--- config.mk ---
export PLATFORM = sky130hd
export DESIGN_NAME = aux_input_conditioner
export DESIGN_NICKNAME = d
export VERILOG_FILES = /design/src/rtl/aux_input_conditioner.sv
export SDC_FILE = /design/constraint.sdc
export NUM_CORES = 1
export LEC_CHECK = 0
export CAP_MARGIN = 25
export CORE_ASPECT_RATIO = 0.8
export CORE_MARGIN = 2
export CORE_UTILIZATION = 30
export CTS_CLUSTER_SIZE = 14
export DETAILED_ROUTE_END_ITERATION = 10
export SYNTH_ARGS = -nofsm -noshare
export SYNTH_HDL_FRONTEND = slang
export SYNTH_SLANG_ARGS = --single-unit
--- constraint.sdc ---
create_clock -name clk -period 2.5 [get_ports clk]
set_input_delay 0.5 -clock clk [delete_from_list [all_inputs] [get_ports clk]]
set_output_delay 0.5 -clock clk [all_outputs]
set_load 0.02 [all_outputs]
--- src/rtl/aux_input_conditioner.sv ---
// Board-input front end: synchronises and debounces the slide switches and the resume button.
// Optional auto-repeat of resume_pulse while resume is held is enabled by AUX_INPUT_AUTOREPEAT_EN.
module aux_input_conditioner #(
  parameter int SwtBit      = 16,
  parameter int DebounceCnt = 1000000,
  parameter int RepeatCnt   = 50000000
) (
  input  logic              clk,
  input  logic              rst,
  input  logic [SwtBit-1:0] swt_raw,
  input  logic              resume_raw,
  output logic [SwtBit-1:0] swt,
  output logic              swt_changed,
  output logic              resume,
  output logic              resume_pulse
);

  localparam int CntW = $clog2(DebounceCnt) + 1;
  localparam logic [CntW-1:0] CntMax = CntW'(DebounceCnt - 1);

  logic [SwtBit-1:0] swt_s1_q, swt_s1_d;
  logic [SwtBit-1:0] swt_s2_q, swt_s2_d;
  logic [SwtBit-1:0] swt_last_q, swt_last_d;
  logic [CntW-1:0]   swt_cnt_q, swt_cnt_d;
  logic [SwtBit-1:0] swt_q, swt_d;
  logic              swt_changed_q, swt_changed_d;

  logic              res_s1_q, res_s1_d;
  logic              res_s2_q, res_s2_d;
  logic              res_last_q, res_last_d;
  logic [CntW-1:0]   res_cnt_q, res_cnt_d;
  logic              resume_q, resume_d;
  logic              resume_pulse_q, resume_pulse_d;

  // Switch group: any bit toggle restarts the shared stability count.
  always_comb begin
    swt_s1_d      = swt_raw;
    swt_s2_d      = swt_s1_q;
    swt_last_d    = swt_last_q;
    swt_cnt_d     = swt_cnt_q;
    swt_d         = swt_q;
    swt_changed_d = 1'b0;
    if (swt_s2_q != swt_last_q) begin
      swt_last_d = swt_s2_q;
      swt_cnt_d  = '0;
    end else if (swt_cnt_q == CntMax) begin
      swt_d         = swt_last_q;
      swt_changed_d = (swt_last_q != swt_q);
    end else begin
      swt_cnt_d = swt_cnt_q + 1'b1;
    end
  end

  always_comb begin
    res_s1_d   = resume_raw;
    res_s2_d   = res_s1_q;
    res_last_d = res_last_q;
    res_cnt_d  = res_cnt_q;
    resume_d   = resume_q;
    if (res_s2_q != res_last_q) begin
      res_last_d = res_s2_q;
      res_cnt_d  = '0;
    end else if (res_cnt_q == CntMax) begin
      resume_d = res_last_q;
    end else begin
      res_cnt_d = res_cnt_q + 1'b1;
    end
  end

`ifdef AUX_INPUT_AUTOREPEAT_EN
  localparam int RepW = $clog2(RepeatCnt) + 1;
  localparam logic [RepW-1:0] RepMax = RepW'(RepeatCnt - 1);

  logic [RepW-1:0] rep_cnt_q, rep_cnt_d;

  // Repeat count is 0 in the cycle of the initial pulse; a wrap only fires if resume stays high.
  always_comb begin
    rep_cnt_d      = '0;
    resume_pulse_d = resume_d & ~resume_q;
    if (resume_q) begin
      rep_cnt_d = (rep_cnt_q == RepMax) ? '0 : rep_cnt_q + 1'b1;
      if (resume_d && (rep_cnt_q == RepMax)) begin
        resume_pulse_d = 1'b1;
      end
    end
  end

  always_ff @(posedge clk) begin
    if (rst) begin
      rep_cnt_q <= '0;
    end else begin
      rep_cnt_q <= rep_cnt_d;
    end
  end
`else
  always_comb begin
    resume_pulse_d = resume_d & ~resume_q;
  end
`endif

  always_ff @(posedge clk) begin
    if (rst) begin
      swt_s1_q       <= '0;
      swt_s2_q       <= '0;
      swt_last_q     <= '0;
      swt_cnt_q      <= '0;
      swt_q          <= '0;
      swt_changed_q  <= 1'b0;
      res_s1_q       <= 1'b0;
      res_s2_q       <= 1'b0;
      res_last_q     <= 1'b0;
      res_cnt_q      <= '0;
      resume_q       <= 1'b0;
      resume_pulse_q <= 1'b0;
    end else begin
      swt_s1_q       <= swt_s1_d;
      swt_s2_q       <= swt_s2_d;
      swt_last_q     <= swt_last_d;
      swt_cnt_q      <= swt_cnt_d;
      swt_q          <= swt_d;
      swt_changed_q  <= swt_changed_d;
      res_s1_q       <= res_s1_d;
      res_s2_q       <= res_s2_d;
      res_last_q     <= res_last_d;
      res_cnt_q      <= res_cnt_d;
      resume_q       <= resume_d;
      resume_pulse_q <= resume_pulse_d;
    end
  end

  assign swt          = swt_q;
  assign swt_changed  = swt_changed_q;
  assign resume       = resume_q;
  assign resume_pulse = resume_pulse_q;

endmodule
; After elaboration in Yosys (flattened, before gate mapping)
; Index checks and enable logic that the tools add are counted.
[word_totals]
out_inout_bits = 19
word_cells = 29
inputBits = 19
register_bits = 112
[op_classes]
mux = 2
add_sub_neg = 2
n_eq_ne = 5
n_reduce_logical = 4
n_bitwise = 4
[op_table]
columns = cell, n
row1 = "21-bit by 1-bit adder with 21-bit output, second input constant", 2
row2 = "21-bit by 20-bit equality test with 1-bit output, second input constant", 2
row3 = 16-bit inequality test, 2
row4 = 2-bit OR reduction, 2
row5 = 1-bit NOT, 3
row6 = 3-bit OR reduction, 1
row7 = 1-bit 2-to-1 mux, 2
row8 = 2-bit AND reduction, 1
row9 = 1-bit AND, 1
row10 = 1-bit inequality test, 1

; Longest topological paths before layout
[depth]
ltp_word = 4
mapped_depth = 7
mapped_depth_nobuf = 6

; Least setup slack after synthesis
; No wires, ideal clock.
[synth_timing]
kind = register -> register
start = register swt_cnt_q[7]
end = register swt_cnt_q[1]
t_required_ps = 2385
setup_ps = 115
period_less_slack_ps = 1941
stages_incl_launch_ff = 6
t_arrival_ps = 1826
setup_slack_ps = 559
path_buffers = 0
cell_sequence = dfxtp_1 > or4b_4 > or4_4 > nor3_4 > mux2i_1 > nor2_2
[synth_between]
elab_chain_len = 1
[synth_lines]
columns = element, line_no
row1 = start: declaration, 24  ; logic [CntW-1:0] swt_cnt_q, swt_cnt_d;
row2 = start signal: assignment, 119  ; swt_cnt_q <= swt_cnt_d;
row3 = 21-bit by 20-bit equality test with 1-bit output, 46  ; end else if (swt_cnt_q == CntMax) begin
; Every way passes these cells.
; A chain may end at the register's enable or synchronous reset.

; Final worst setup path
[layout_timing]
start = register swt_cnt_q[12]
end = register swt_q[10], in the netlist swt[10]
[layout_between]
elab_chain_len = 2
[layout_lines]
columns = element, line_no
row1 = 21-bit by 20-bit equality test with 1-bit output, 46
row2 = 2-bit AND reduction (no line), -
row3 = end signal: assignment, 120  ; swt_q <= swt_d;
row4 = end: declaration, 25  ; logic [SwtBit-1:0] swt_q, swt_d;
; Every way passes these cells.

==> reports/metrics.csv <==
metric,value,unit
synth.cell_area,4530,um^2
finalMaxSlewViolations,0,
fillers,1496,
worstPathArrival,2.40,ns
tightest_slew,0.637,ns
first_iter_violations,170,
avgSynthCellArea,9.81,um^2
grt.busiest_layer,met2,
diodes,0,
yosysSeqAreaShare,0.494,
fin_skew,0.0122,ns
grt_pass1_vias,2917,
period_share,0.849,
num_vias,3067,
critPathLaunch,swt_cnt_q[12]$_SDFFE_PP0P_,
cp-end-kind,flop,
fin_crit,2.12,ns
crit_fanout,16,
use_met3,0.0306,
grt_setup_unrepaired,false,
dpl.hpwl,5680,um
holdCritPathClass,flop to flop,
io_buffers,37,
drtAntennaViolNets,0,
use_met1,0.128,
io_pins,38,
yosys.area_share.adder,0.00552,
rrSetupSlack,0.38,ns
cts.path.max_buffers,2,
avgRoutedWirePerCell,11.4,um
yosysUniqueCellTypes,43,
peakVddDrop,0.398,mV
cts_sinks,112,
syn-num-nets,483,
grt_util_met2,0.172,
outcome,"finished, final reports clean",
num_rows,40,
routabilityCongestion,0.804,
cts_tree,yes,
vias_per_cell,4.44,
crit_end,swt[10]$_SDFFE_PP0P_,
hold_slack,0.439,ns
cts_hold_buf,0,
synthCells,462,
place_ws,0.351,ns
setup_viol,0,
path_clk_slew,0.08,ns
synthFlopType,dfxtp_1,
first_pass_iters,4,
antenna_found_initial,0,
area_delta_synth_final,19.0,%
synth_area_leaders,"dfxtp_1 49%, xnor2_1 7.5%, nor2b_1 7.2%",
ys_warn_count,0,
dieArea,16100,um^2
finalNetCount,517,
power,3430,uW
drc_errors,0,
postCtsSetupBuffers,0,
reg2reg_depth,5,
track_usage,0.104,
routed_wl,7870,um
netlist.area_leader.share,0.494,
synth-edff-count,0,
synth-seq-cells,112,
slew_headroom,0.574,
layout-drive-gt1-share,0.0659,
cts_max_level,3,
reg2reg_to,swt[10]$_SDFFE_PP0P_,
grt_pass1_wl,13500,um
p_per_area,635,nW/um^2
core_area,14900,um^2
die_w,141,um
initial_core_util,0.304,
synth_xor_xnor_area_share,0.127,
cts.repair.resized,0,
rr_startpoint,swt_cnt_q[12]$_SDFFE_PP0P_,
cts_root_buffer,clkbuf_16,
cts_buffers,9,
hold_viol_final,0,
yosysTopAreaCell,dfxtp_1,
synth_compound_area_frac,0.0215,
grt.overflow.total,0,
max_freq,0.471,GHz
grt_max_degree,85,
clk_latency,0.35,ns
yosys.area_share.simple,0.288,
worst_slack,0.377,ns
cellLeakagePower,0.00185,uW
async_reset_ff_frac,0,
maxCapViolCount,0,
tns,0,ns
critPathLaunchType,flop,
synth_top_family_by_area,simple AND/OR/NAND/NOR gates,
die_h,114,um
synthMuxAreaShare,0.0397,
cp.required,2.78,ns
worst-setup-path-type,flop to flop,
-- cells in the final DEF (no fill, tap or decap), drive strengths merged, types with 3 or more instances in the layout --
master | synthesis | layout
and4 | 4 | 4
mux2i | 18 | 18
nor2 | 44 | 44
dfxtp | 112 | 112
nor4 | 14 | 14
clkinv | 0 | 4
nand4 | 10 | 10
and3 | 7 | 7
clkbuf | 13 | 9
inv | 6 | 9
nor2b | 52 | 52
or4 | 4 | 4
nand2b | 33 | 33
nand2 | 18 | 18
a21oi | 6 | 6
clkdlybuf4s50 | 0 | 36
xor2 | 27 | 27
o21ai | 6 | 6
xnor2 | 39 | 39
buf | 3 | 3
nor3 | 12 | 12
nand3 | 17 | 17
-- kinds of logic (layout without fill, tap and decap cells) --
family / Yosys count / count (layout)
buffers and inverters: 22 / 61
DFF: 112 / 112
muxes: 18 / 18
and+or+nand+nor: 225 / 225
adders and majority gates: 2 / 2
AOI/OAI and AO/OA: 17 / 17
xor gates and xnor gates: 66 / 66
-- area by class of cell --
cell class,instances,area [um^2],area share
Inverter,6,22.5,0.00417
Clock buffer,9,225,0.0417
Tap cell,189,236,0.0438
Timing Repair Buffer,39,393,0.0728
Multi-Input combinational cell,328,2180,0.405
Sequential cell,112,2240,0.415
Clock inverter,7,93.8,0.0174
-- report_power, final --
group	leakage [uW]	switching (uW)	total, uW	internal (uW)
Combinational	0.000789	59.8	137	77.2
Clock	0.000154	722	1450	725
Sequential	0.000911	22.5	1840	1820
-- metal layers --
layer,part of all wire,vias up
li1,-,1604
met1,0.49,1418
met2,0.47,36
met3,0.030,9
met4,0.016,0
met5,0,-
-- per-stage QoR --
step                 util  cells  area (um^2)
CTS                 0.362    690         5400
global route        0.362    690         5400
finish              0.362    690         5400
floorplan               -    462         4530
global placement    0.341    674         5080
detailed placement  0.341    674         5080
-- critical path: stages, from the launching register on --
cell and delay (ns):
dfxtp_1 0.37, or4_4 0.51, nor4_2 0.42, nand2_2 0.18, nor2_8 0.34, mux2i_1 0.23
-- registers in the layout, indices dropped and copies added, names as in the netlist --
| register | cells |
|---|---|
| res_s1_q | 1 |
| res_s2_q | 1 |
| resume | 1 |
| resume_pulse | 1 |
| res_cnt_q | 21 |
| swt_s2_q | 16 |
| res_last_q | 1 |
| swt_changed | 1 |
| swt_last_q | 16 |
| swt | 16 |
| swt_cnt_q | 21 |
| swt_s1_q | 16 |
-- synth_stat cells, types with 3 or more instances --
cell	number
o21ai_0	6
nor2_1	42
nor4_1	13
and4_1	3
nand2_1	17
nand4_1	9
and3_1	5
dfxtp_1	112
nand3_1	17
xor2_1	27
nor2b_1	52
nand2b_1	33
inv_1	6
a21oi_1	6
nor3_1	11
xnor2_1	39
mux2i_1	18
clkbuf_1	13
-- worst min path at each step --
| stage | start | endpoint | cells past startpoint |
|---|---|---|---|
| CTS | swt_s1_q[5]$_SDFF_PP0_ | swt_s2_q[5]$_SDFF_PP0_ | 1 |
| floorplan | res_s1_q$_SDFF_PP0_ | res_s2_q$_SDFF_PP0_ | 1 |
| detailed placement | swt_s1_q[5]$_SDFF_PP0_ | swt_s2_q[5]$_SDFF_PP0_ | 1 |
| global placement | swt_s1_q[14]$_SDFF_PP0_ | swt_s2_q[14]$_SDFF_PP0_ | 1 |
| global route | swt_s1_q[3]$_SDFF_PP0_ | swt_s2_q[3]$_SDFF_PP0_ | 1 |
| finish | swt_s1_q[5]$_SDFF_PP0_ | swt_s2_q[5]$_SDFF_PP0_ | 1 |
Power figures use the tool's default switching activity.
